### src/rtl/text_overlay_renderer_if.sv
// Pixel, buffer-write, font-ROM and text-output signals of text_overlay_renderer.
// The slave side is the renderer; the master side is the video/CPU/fontROM environment.
interface text_overlay_renderer_if #(
  parameter int ADDR_W = 6
);
  logic [9:0]        pix_x;
  logic [9:0]        pix_y;
  logic              pix_valid;
  logic              wr_en;
  logic [ADDR_W-1:0] wr_addr;
  logic [6:0]        wr_char;
  logic              clear_req;
  logic              busy;
  logic [6:0]        font_char;
  logic [2:0]        font_row;
  logic [7:0]        font_data;
  logic              text_pixel;
  logic              text_valid;

  modport master (
    output pix_x, pix_y, pix_valid, wr_en, wr_addr, wr_char, clear_req, font_data,
    input  busy, font_char, font_row, text_pixel, text_valid
  );

  modport slave (
    input  pix_x, pix_y, pix_valid, wr_en, wr_addr, wr_char, clear_req, font_data,
    output busy, font_char, font_row, text_pixel, text_valid
  );
endinterface

### src/rtl/text_overlay_renderer.sv
// Character-cell text renderer: COLS x ROWS buffer, two-stage pixel pipeline
// feeding an external combinational fontROM, with a space-fill clear sweep.
module text_overlay_renderer #(
  parameter int COLS   = 16,
  parameter int ROWS   = 4,
  parameter int X0     = 0,
  parameter int Y0     = 0,
  parameter int ADDR_W = 6
) (
  input logic                    clk,
  input logic                    reset,
  text_overlay_renderer_if.slave bus
);
  localparam int unsigned CELLS  = COLS * ROWS;
  localparam int unsigned DEPTH  = 2 ** ADDR_W;
  localparam int unsigned COLS_U = COLS;
  localparam int unsigned WIN_W  = 8 * COLS;
  localparam int unsigned WIN_H  = 8 * ROWS;
  localparam logic [9:0]  X0_V   = 10'(X0);
  localparam logic [9:0]  Y0_V   = 10'(Y0);

  typedef enum logic {S_IDLE, S_CLEAR} state_t;

  state_t            state_q, state_d;
  logic [ADDR_W-1:0] clr_cnt_q, clr_cnt_d;
  logic              busy;
  logic              mem_we;
  logic [ADDR_W-1:0] mem_waddr;
  logic [6:0]        mem_wdata;
  logic [6:0]        mem_q [DEPTH];

  always_comb begin
    state_d   = state_q;
    clr_cnt_d = clr_cnt_q;
    busy      = 1'b0;
    mem_we    = 1'b0;
    mem_waddr = bus.wr_addr;
    mem_wdata = bus.wr_char;
    unique case (state_q)
      S_IDLE: begin
        mem_we = bus.wr_en && (32'(bus.wr_addr) < CELLS);
        if (bus.clear_req) begin
          state_d   = S_CLEAR;
          clr_cnt_d = '0;
        end
      end
      S_CLEAR: begin
        busy      = 1'b1;
        mem_we    = 1'b1;
        mem_waddr = clr_cnt_q;
        mem_wdata = 7'h20;
        clr_cnt_d = clr_cnt_q + 1'b1;
        if (32'(clr_cnt_q) == CELLS - 1) state_d = S_IDLE;
      end
      default: state_d = S_IDLE;
    endcase
  end

  always_ff @(posedge clk) begin
    if (reset) begin
      state_q   <= S_CLEAR;
      clr_cnt_q <= '0;
    end else begin
      state_q   <= state_d;
      clr_cnt_q <= clr_cnt_d;
    end
  end

  always_ff @(posedge clk) begin
    if (!reset && mem_we) mem_q[mem_waddr] <= mem_wdata;
  end

  // 11-bit differences: bit 10 is the borrow, i.e. the pixel lies left of / above the window
  logic [10:0]       dx_ext, dy_ext;
  logic              in_box;
  logic [ADDR_W-1:0] rd_addr;

  always_comb begin
    dx_ext  = {1'b0, bus.pix_x} - {1'b0, X0_V};
    dy_ext  = {1'b0, bus.pix_y} - {1'b0, Y0_V};
    in_box  = !dx_ext[10] && (32'(dx_ext[9:0]) < WIN_W) &&
              !dy_ext[10] && (32'(dy_ext[9:0]) < WIN_H);
    rd_addr = ADDR_W'(32'(dy_ext[9:3]) * COLS_U + 32'(dx_ext[9:3]));
  end

  logic [6:0] char_q;
  logic [2:0] frow_q, bit_q;
  logic       box_q, vld_q, pix_q, tvld_q;

  always_ff @(posedge clk) begin
    if (reset) begin
      char_q <= '0;
      frow_q <= '0;
      bit_q  <= '0;
      box_q  <= 1'b0;
      vld_q  <= 1'b0;
      pix_q  <= 1'b0;
      tvld_q <= 1'b0;
    end else begin
      char_q <= mem_q[rd_addr];
      frow_q <= dy_ext[2:0];
      bit_q  <= dx_ext[2:0];
      box_q  <= in_box;
      vld_q  <= bus.pix_valid;
      pix_q  <= box_q & ~busy & bus.font_data[3'd7 - bit_q];
      tvld_q <= vld_q;
    end
  end

  assign bus.busy       = busy;
  assign bus.font_char  = char_q;
  assign bus.font_row   = frow_q;
  assign bus.text_pixel = pix_q;
  assign bus.text_valid = tvld_q;
endmodule
### src/flat_wrapper.sv
// flat-port wrapper written by rule: the top's interface ports become plain ports
module text_overlay_renderer_flat 
#(
  parameter int COLS   = 16,
  parameter int ROWS   = 4,
  parameter int X0     = 0,
  parameter int Y0     = 0,
  parameter int ADDR_W = 6
)
  (clk, reset, bus_pix_x, bus_pix_y, bus_pix_valid, bus_wr_en, bus_wr_addr, bus_wr_char, bus_clear_req, bus_font_data, bus_busy, bus_font_char, bus_font_row, bus_text_pixel, bus_text_valid);
  text_overlay_renderer_if #(.ADDR_W(ADDR_W)) bus_i ();
  input logic clk;
  input logic reset;
  input wire logic [$bits(bus_i.pix_x)-1:0] bus_pix_x;
  input wire logic [$bits(bus_i.pix_y)-1:0] bus_pix_y;
  input wire logic [$bits(bus_i.pix_valid)-1:0] bus_pix_valid;
  input wire logic [$bits(bus_i.wr_en)-1:0] bus_wr_en;
  input wire logic [$bits(bus_i.wr_addr)-1:0] bus_wr_addr;
  input wire logic [$bits(bus_i.wr_char)-1:0] bus_wr_char;
  input wire logic [$bits(bus_i.clear_req)-1:0] bus_clear_req;
  input wire logic [$bits(bus_i.font_data)-1:0] bus_font_data;
  output wire logic [$bits(bus_i.busy)-1:0] bus_busy;
  output wire logic [$bits(bus_i.font_char)-1:0] bus_font_char;
  output wire logic [$bits(bus_i.font_row)-1:0] bus_font_row;
  output wire logic [$bits(bus_i.text_pixel)-1:0] bus_text_pixel;
  output wire logic [$bits(bus_i.text_valid)-1:0] bus_text_valid;
  assign bus_i.pix_x = bus_pix_x;
  assign bus_i.pix_y = bus_pix_y;
  assign bus_i.pix_valid = bus_pix_valid;
  assign bus_i.wr_en = bus_wr_en;
  assign bus_i.wr_addr = bus_wr_addr;
  assign bus_i.wr_char = bus_wr_char;
  assign bus_i.clear_req = bus_clear_req;
  assign bus_i.font_data = bus_font_data;
  assign bus_busy = bus_i.busy;
  assign bus_font_char = bus_i.font_char;
  assign bus_font_row = bus_i.font_row;
  assign bus_text_pixel = bus_i.text_pixel;
  assign bus_text_valid = bus_i.text_valid;
  text_overlay_renderer #(.COLS(COLS), .ROWS(ROWS), .X0(X0), .Y0(Y0), .ADDR_W(ADDR_W)) u_core (.clk(clk), .reset(reset), .bus(bus_i));
endmodule
### config.mk
export PLATFORM = sky130hd
export DESIGN_NAME = text_overlay_renderer_flat
export DESIGN_NICKNAME = d
export VERILOG_FILES = /design/src/rtl/text_overlay_renderer_if.sv /design/src/rtl/text_overlay_renderer.sv /design/src/flat_wrapper.sv
export SDC_FILE = /design/constraint.sdc
export NUM_CORES = 1
export LEC_CHECK = 0
export CORE_MARGIN = 1
export CORE_UTILIZATION = 30
export CTS_CLUSTER_DIAMETER = 100
export DETAILED_ROUTE_END_ITERATION = 8
export GPL_ROUTABILITY_DRIVEN = 0
export PLACE_DENSITY_LB_ADDON = 0.12
export SETUP_SLACK_MARGIN = 0.05
export SYNTH_ARGS = -nofsm -noshare
export SYNTH_HDL_FRONTEND = slang
export SYNTH_SLANG_ARGS = --single-unit
### constraint.sdc
create_clock -name clk -period 4.95 [get_ports clk]
set_clock_uncertainty 0.15 [all_clocks]
set_input_delay 0.495 -clock clk [delete_from_list [all_inputs] [get_ports clk]]
set_output_delay 0.495 -clock clk [all_outputs]
set_load 0.005 [all_outputs]
# Word-level counts from Yosys, hierarchy flattened
# Memory sizes are Yosys's and may differ from the RTL's. A register that Yosys moved wholly into a read port is not among the register bits.
# Index checks and enable logic that the tools add are counted.
[word_totals] regBits=17 mem_bits_rw=448 input_bits=46 out_inout_bits=13 memories=1
[op_classes] add_sub_neg=3 order_cmp=3 n_eq_ne=2 n_mux=13 bitwise_logic=4 n_reduce_logical=3
[mem_list] memory="u_core.mem_q" depth=64 word_bits=7 read_ports=1 rd_ports_with_merged_regs=1 wr=1 line="text_overlay_renderer.sv:30" rtl="logic [6:0] mem_q [DEPTH];"
[ops] op="6-bit two-way mux" count=2
[ops] op="6-bit one-hot mux with 2 select lines" count=1
[ops] op="10-bit by 6-bit < comparator with 1-bit output, second input constant" count=1
[ops] op="10-bit by 8-bit < comparator with 1-bit output, second input constant" count=1
[ops] op="7-bit two-way mux" count=1
[ops] op="6-bit by 1-bit adder with 6-bit output, second input constant" count=1
[ops] op="6-bit adder" count=1
[ops] op="6-bit == test, second input constant" count=1
[ops] op="1-bit two-way mux" count=6
[ops] op="3-bit by 4-bit < comparator with 1-bit output, second input constant" count=1
[ops] op="1-bit one-hot mux with 2 select lines" count=2
[ops] op="1-bit binary-select mux with 3-bit select" count=1
[ops] op="3-bit subtractor, first input constant" count=1
[ops] op="1-bit bitwise AND" count=2
[ops] op="1-bit logical AND" count=2
[ops] op="2-bit inequality test, second input constant" count=1
[ops] op="1-bit NOT" count=2
[ops] op="1-bit zero test" count=1

# Logic depth before layout (Yosys ltp)
# Gate-level depths: netlist of run 1.
[logic_depth] ltp_word=5 ltp_mapped=9 ltp_nobuf=6

# Worst setup path after synthesis of run 1
# OpenSTA, ideal clock, no wires.
[synth_path] path_type="register to register" startpoint="reg u_core.state_q" endpoint="mem u_core.mem_q[0][0] (data pin)" t_arrival_ps=2114 slack_ps=2171 stages_incl_launch_ff=3 period_less_slack_ps=2779 path_cell_list="dfxtp_1 > clkbuf_1 > nor2b_1"
[synth_between] elab_chain_len=1
[synth_rtl] item="start: declaration" line="text_overlay_renderer.sv:24" rtl="state_t state_q, state_d;"
[synth_rtl] item="start signal: assignment" line="text_overlay_renderer.sv:64" rtl="state_q <= state_d;"
[synth_rtl] item="7-bit two-way mux" line="text_overlay_renderer.sv:39" rtl="unique case (state_q)"
[synth_rtl] item="named net u_core.mem_wdata[0]" line="text_overlay_renderer.sv:29" rtl="logic [6:0] mem_wdata;"
[synth_rtl] item="end: declaration" line="text_overlay_renderer.sv:30"
# The timed path passes the listed nets, and every way through them passes these cells.

# Final worst setup path of run 1
[layout_path] startpoint="reg u_core.state_q" endpoint="mem u_core.mem_q[45][1], enable pin"
[layout_between] elab_chain_len=5
[layout_rtl] item="1-bit NOT" line="text_overlay_renderer.sv:39"
[layout_rtl] item="1-bit one-hot mux with 2 select lines" line="text_overlay_renderer.sv:39"
[layout_rtl] item="1-bit logical AND" line="text_overlay_renderer.sv:70" rtl="if (!reset && mem_we) mem_q[mem_waddr] <= mem_wdata;"
[layout_rtl] item="1-bit two-way mux" line="text_overlay_renderer.sv:70"
[layout_rtl] item="1-bit two-way mux (implied by the code)" line="text_overlay_renderer.sv:70"
# Several ways; a longest one is shown, not always the timed one.

==> impl_metrics.yaml, run 1 <==
timing:
  report.final.slew_viol_count: 0
  timing.max_slew.rel_slack: 0.3103
  finalSetupViolCount: 0
  sum_neg_setup_slack_ps: 0
  rsz0062_at_grt: "no"
  period_needed_ps: 3484
  max_clock_freq_mhz: 287.0
  hold_viol_final: 0
  pin_slew_with_the_least_headroom_to_its_limit_ps: 1008
  timing.final.crit_share: 0.7038
grt:
  grt_remaining_overflow: 0
  gr-usage-all-layers: 0.1653
  number_of_antenna_violations_at_the_first_check_in_global_routing: 3
  grt_pass1_vias: 9724
  grt_pass1_wl_um: 73200
  grt_start_max_net_pins: 65
setup_path:
  cp_data_arrival_time_ps: 3560
  end_kind: "flop"
  crit_path_max_fanout: 39
  cpPeakStageDelay_ps: 900
  crit_buf_inv: 0
  setup.worst_path.class: "reg2reg"
  cp_data_required_time_ps: 5030
  path_cells: "mux2i_1 -> a2111oi_0 -> o21ai_0 -> nor2_1"
  cp_top_family: "compound AO/OA/AOI/OAI gates"
  critical_path.slowest_cell: "sky130_fd_sc_hd__dfxtp_2"
  cp-start-kind: "flop"
finish:
  num-fill-cells: 5652
  post_synthesis_to_final_layout_area_growth_pct: 16.82
  finalCoreUtilization: 0.3576
  antenna_cells_inserted: 0
  layout.nets: 1050
  most-common-layout-cells: "sky130_fd_sc_hd__edfxtp_1 (448), sky130_fd_sc_hd__mux4_2 (117), sky130_fd_sc_hd__nor2_1 (83), sky130_fd_sc_hd__clkdlybuf4s50_1 (55), sky130_fd_sc_hd__clkbuf_16 (51)"
  final_design_area_no_fill_um2: 21740
  fin_cells: 1826
  layout.cells.most_common: "sky130_fd_sc_hd__edfxtp_1"
  drive_gt1_frac: 0.2232
pwr:
  switching_share: 0.2141
  clockPowerShare: 0.441
  cell_internal_pwr_w: 0.006695
  p_leak_nw: 6.832
  p_seq_frac: 0.510
  vdd_drop_max_uv: 244.9
  p_total_w: 0.008519
  comb_power_share: 0.049
  p_switching_w: 0.001824
  pwr_density_cell_nw_per_um2: 391.8
routing:
  drt_drc_violations_left: 0
  drt_first_pass_iters: 4
  drt-vias-per-instance: 5.021
  final_antenna_net_count: 0
  detailedRoute.firstIterationViolations: 726
  drt-total-wl_um: 51200
  dr_total_vias: 9168
  detailed_route_wire_length_per_cell_um: 28.04
clock_tree:
  clock_tree.htree_level_count: 2
  post_cts_hold_buffer_count: 0
  ctsResizeCount: 0
  cts_made_buffers: 51
  cts_buffer_depth: 3
  tritoncts: "yes"
  postCtsSetupBuffers: 0
  cts.clk_slew.worst_paths_ps: 60
  cts.sinks: 472
  clockRootBuffer: "sky130_fd_sc_hd__clkbuf_16"
  insertion_delay_ps: 600
die:
  floorplan.die_area_um2: 63040
  floorplan.die.width_um: 251.1
  die_height_um: 251.1
  core_um2: 60810
  core.rowCount: 90
  initial_core_util: 0.3061
  boundaryPins: 59
logic_synthesis:
  synthArstFlopShare: 0
  postSynthCellCount: 914
  synth_seq_area_share: 0.7486
  synth_edf_count: 448
  synth.lib_cells_used.distinct: 55
  net_count_after_synthesis: 962
  synth.avg_cell_area_um2: 20.36
  synth_warnings: 0
  synth-main-ff-cell: "sky130_fd_sc_hd__edfxtp_1"
  mappedNetlistArea_um2: 18610
  synth_seq_cells: 472
run:
  cap_viol_max_count: 0
place:
  numPortBuffers: 58
  postPlaceCellArea_um2: 20110
  detailed_place_hpwl_um: 31900
  dp.cells: 1731
hold_path:
  worst_hold_path_type: "in2reg"
status:
  run_status: "completed"
## metal layers
| metal | track usage | up-vias | part of all wire |
|---|---|---|---|
| met5 | 0 | - | 0 |
| met2 | 0.2598 | 210 | 0.47 |
| met4 | 0.04564 | 0 | 0.020 |
| li1 | - | 3958 | - |
| met3 | 0.02630 | 63 | 0.040 |
| met1 | 0.2374 | 4937 | 0.47 |
## logic make-up after synthesis
| kind of cell | synth area share |
|---|---|
| buffers and inverters | 0.01721 |
| AO/OA/AOI/OAI | 0.01896 |
| adder cells (fa/ha/maj) | 0.001344 |
| multiplexers | 0.1690 |
| flip-flops | 0.7486 |
| XOR/XNOR | 0.0009413 |
| AND/OR/NAND/NOR | 0.04390 |
## layout make-up
cell class	instances	area, um^2	area share
Multi-Input combinational cell	390	4405	0.2026
Inverter	9	33.78	0.001554
Clock buffer	62	1368	0.06290
Sequential cell	472	13930	0.6409
Timing Repair Buffer	78	755.7	0.03476
Clock inverter	33	266.5	0.01226
Tap cell	782	978.4	0.04500
## flip-flops by register name, indices dropped and copies added, names as in the netlist
signal / cells
u_core.bus.text_pixel: 1
u_core.bus.font_char: 7
u_core.bit_q: 3
u_core.vld_q: 1
u_core.box_q: 1
u_core.state_q: 1
u_core.mem_q: 448
u_core.clr_cnt_q: 6
u_core.bus.text_valid: 1
u_core.bus.font_row: 3
## worst paths after layout
kind	start	endpoint	cells after the start	slack, ps
max	u_core.state_q	u_core.mem_q[45][1]	4	1470
min reg2reg	u_core.vld_q	u_core.bus.text_valid	1	310
max reg2reg	u_core.state_q	u_core.mem_q[45][1]	4	1470
min	bus_pix_x[9]	u_core.box_q	2	290
## cell usage after synthesis, types with 6 or more instances
library cell               count  area, um^2
sky130_fd_sc_hd__buf_2         7       35.03
sky130_fd_sc_hd__nor2b_1      23       143.9
sky130_fd_sc_hd__mux4_2      117        2635
sky130_fd_sc_hd__buf_4         8       60.06
sky130_fd_sc_hd__nand3_1      12       60.06
sky130_fd_sc_hd__nor2_1       83       311.6
sky130_fd_sc_hd__edfxtp_1    448       13450
sky130_fd_sc_hd__buf_6        10       112.6
sky130_fd_sc_hd__a21oi_1       6       30.03
sky130_fd_sc_hd__clkbuf_1     14       52.55
sky130_fd_sc_hd__nand2_1      41       153.9
sky130_fd_sc_hd__dfxtp_1      24       480.5
sky130_fd_sc_hd__inv_1         8       30.03
sky130_fd_sc_hd__mux2i_1      27       270.3
sky130_fd_sc_hd__mux4_1        7       183.9
sky130_fd_sc_hd__nor3_1        8       40.04
## through the flow
step | worst slack, ps | hold slack [ps]
2_1_floorplan | 2171 | 263.8
3_3_place_gp | 1546 | 285.2
3_5_place_dp | 1513 | 297.6
4_1_cts | 1496 | 260.9
5_1_grt | 1290 | 291.7
6_report | 1466 | 293.4
## power by group through the flow
stage               Clock, W  Combinational, W  Sequential [W]
global route         0.00398          0.000447         0.00435
finish               0.00375          0.000417         0.00435
CTS                  0.00385          0.000427         0.00435
detailed placement         0          0.000425         0.00443
global placement           0          0.000427         0.00443
floorplan                  0          0.000250         0.00442
No activity file was read; power rests on OpenSTA's default activity.
==> run 2: changes to the inputs <==
==> constraint.sdc (replaced) <==
create_clock -name clk -period 3.2 [get_ports clk]
set_clock_uncertainty 0.15 [all_clocks]
set_input_delay 0.32 -clock clk [delete_from_list [all_inputs] [get_ports clk]]
set_output_delay 0.32 -clock clk [all_outputs]
set_load 0.005 [all_outputs]
==> run 2 against run 1 <==
Total power increased by 57%; first-iteration DRC count decreased by 3.0%; combinational power increased by 65%; design area increased by 3.5%; critical path type unchanged.
==> impl_metrics.yaml, run 2 (synthesis gave the netlist of run 1 again) <==
timing:
  period_needed_ps: 2940
  rsz0062_at_grt: "no"
  sum_neg_setup_slack_ps: 0
  hold_viol_final: 0
  pin_slew_with_the_least_headroom_to_its_limit_ps: 933.1
  timing.final.crit_share: 0.9188
  report.final.slew_viol_count: 0
  max_clock_freq_mhz: 340.1
  timing.max_slew.rel_slack: 0.3618
  finalSetupViolCount: 0
routing:
  drt-total-wl_um: 49770
  final_antenna_net_count: 0
  drt_drc_violations_left: 0
  detailedRoute.firstIterationViolations: 704
  detailed_route_wire_length_per_cell_um: 26.00
  dr_total_vias: 9396
  drt_first_pass_iters: 5
  drt-vias-per-instance: 4.909
grt:
  groute.layer.met1.usage: 0.2266
  grt_pass1_vias: 9756
  met2_usage: 0.2513
  grt_pass1_wl_um: 71990
  number_of_antenna_violations_at_the_first_check_in_global_routing: 1
  gr-usage-all-layers: 0.1613
  global_route.peak_usage_layer: "met2"
  grt_remaining_overflow: 0
  grt_start_max_net_pins: 65
  global_route.usage.met3: 0.03686
clock_tree:
  cts.clk_slew.worst_paths_ps: 60
  cts_made_buffers: 53
  post_cts_hold_buffer_count: 0
  clockRootBuffer: "sky130_fd_sc_hd__clkbuf_16"
  ctsResizeCount: 0
  clock_tree.htree_level_count: 2
  cts_buffer_depth: 3
  insertion_delay_ps: 600
  cts.sinks: 472
  postCtsSetupBuffers: 0
  tritoncts: "yes"
setup_path:
  cp_data_required_time_ps: 3360
  cp_top_family: "simple AND/OR/NAND/NOR gates"
  crit_path_max_fanout: 17
  cp_data_arrival_time_ps: 3100
  setup.worst_path.class: "reg2reg"
  path_cells: "buf_4 -> nand2_1 -> a21oi_1 -> nand2_1 -> nor2_1 -> buf_4"
  critical_path.slowest_cell: "sky130_fd_sc_hd__a21oi_1"
  crit_buf_inv: 2
  end_kind: "flop"
  cpPeakStageDelay_ps: 540
  cp-start-kind: "flop"
place:
  detailed_place_hpwl_um: 31910
  numPortBuffers: 58
  postPlaceCellArea_um2: 20810
finish:
  num-fill-cells: 5635
  final_design_area_no_fill_um2: 22510
  layout.nets: 1137
  most-common-layout-cells: "sky130_fd_sc_hd__edfxtp_1 (448), sky130_fd_sc_hd__mux4_2 (117), sky130_fd_sc_hd__buf_4 (99), sky130_fd_sc_hd__nor2_1 (83), sky130_fd_sc_hd__clkdlybuf4s50_1 (55)"
  seqCellArea_um2: 13930
  largest_register: "u_core.mem_q"
  finalCoreUtilization: 0.3702
  layout.cells.most_common: "sky130_fd_sc_hd__edfxtp_1"
  drive_gt1_frac: 0.2792
  number_of_flip_flops_in_the_largest_register: 448
  antenna_cells_inserted: 0
  multi_input_comb_area_um2: 4403
  post_synthesis_to_final_layout_area_growth_pct: 20.96
die:
  floorplan.die.width_um: 251.1
  initial_core_util: 0.3061
  die_height_um: 251.1
  core_um2: 60810
  core.rowCount: 90
  floorplan.die_area_um2: 63040
  boundaryPins: 59
pwr:
  p_leak_nw: 7.316
  comb_power_share: 0.052
  vdd_drop_max_uv: 418.4
  p_switching_w: 0.002852
  clockPowerShare: 0.446
  switching_share: 0.2131
  cell_internal_pwr_w: 0.01053
  p_seq_frac: 0.503
  pwr_density_cell_nw_per_um2: 594.6
status:
  run_status: "completed"
hold_path:
  worst_hold_path_type: "in2reg"
run:
  cap_viol_max_count: 0
## run 2: cell types whose count changed in the layout (fill, tap and decap cells not counted), moves of 2 or more
cell                        previous run  this run
sky130_fd_sc_hd__clkinv_2             15        10
sky130_fd_sc_hd__inv_6                 3         1
sky130_fd_sc_hd__clkbuf_1              6        12
sky130_fd_sc_hd__clkbuf_16            51        53
sky130_fd_sc_hd__buf_4                19        99
sky130_fd_sc_hd__clkinv_8              0         2
sky130_fd_sc_hd__buf_12                2         7
## run 2: final cells by class
class,count,area share
Clock buffer,71,0.06458
Clock inverter,27,0.01123
Inverter,9,0.001501
Multi-Input combinational cell,390,0.1956
Sequential cell,472,0.6190
Tap cell,782,0.04346
Timing Repair Buffer,163,0.06469
## run 2: power by group through the flow
stage	clock, W	combinational [W]	sequential [W]
final	0.00597	0.000690	0.00673
after global routing	0.00636	0.000737	0.00673
after CTS	0.00613	0.000704	0.00673
after detailed placement	0	0.000702	0.00686
after global placement	0	0.000703	0.00686
after floorplan	0	0.000386	0.00684
## run 2: path summary, 6_finish.rpt
check,start,to,slack (ps),cells past startpoint
max,u_core.state_q,u_core.mem_q[37][6],260,6
min reg2reg,u_core.vld_q,u_core.bus.text_valid,300,1
min,bus_pix_y[1],u_core.bus.font_row[1],130,2
max reg2reg,u_core.state_q,u_core.mem_q[37][6],260,6
## run 2: metal layers
| layer | vias to the layer above | wire length [um] |
|---|---|---|
| li1 | 4104 | - |
| met2 | 222 | 22780 |
| met1 | 5005 | 23220 |
| met5 | - | 0 |
| met4 | 0 | 1037 |
| met3 | 65 | 2738 |
## run 2: stage by stage
step	hold WS, ps	std cells	worst slack, ps	power [W]
after floorplan	245.5	914	421.0	0.007228
after global placement	286.5	1816	18.94	0.007560
after detailed placement	292.5	1816	94.12	0.007559
after CTS	97.59	1914	287.1	0.01356
after global routing	116.9	1914	108.3	0.01382
final	132.3	1914	259.9	0.01339
## run 2: worst reg2reg max path: cells and delay by family, from the launching register on
kind / cells / cell delay (ps)
AOI/OAI and AO/OA: 1 / 540
buffers and inverters: 2 / 480
DFF: 1 / 530
and+or+nand+nor: 3 / 960
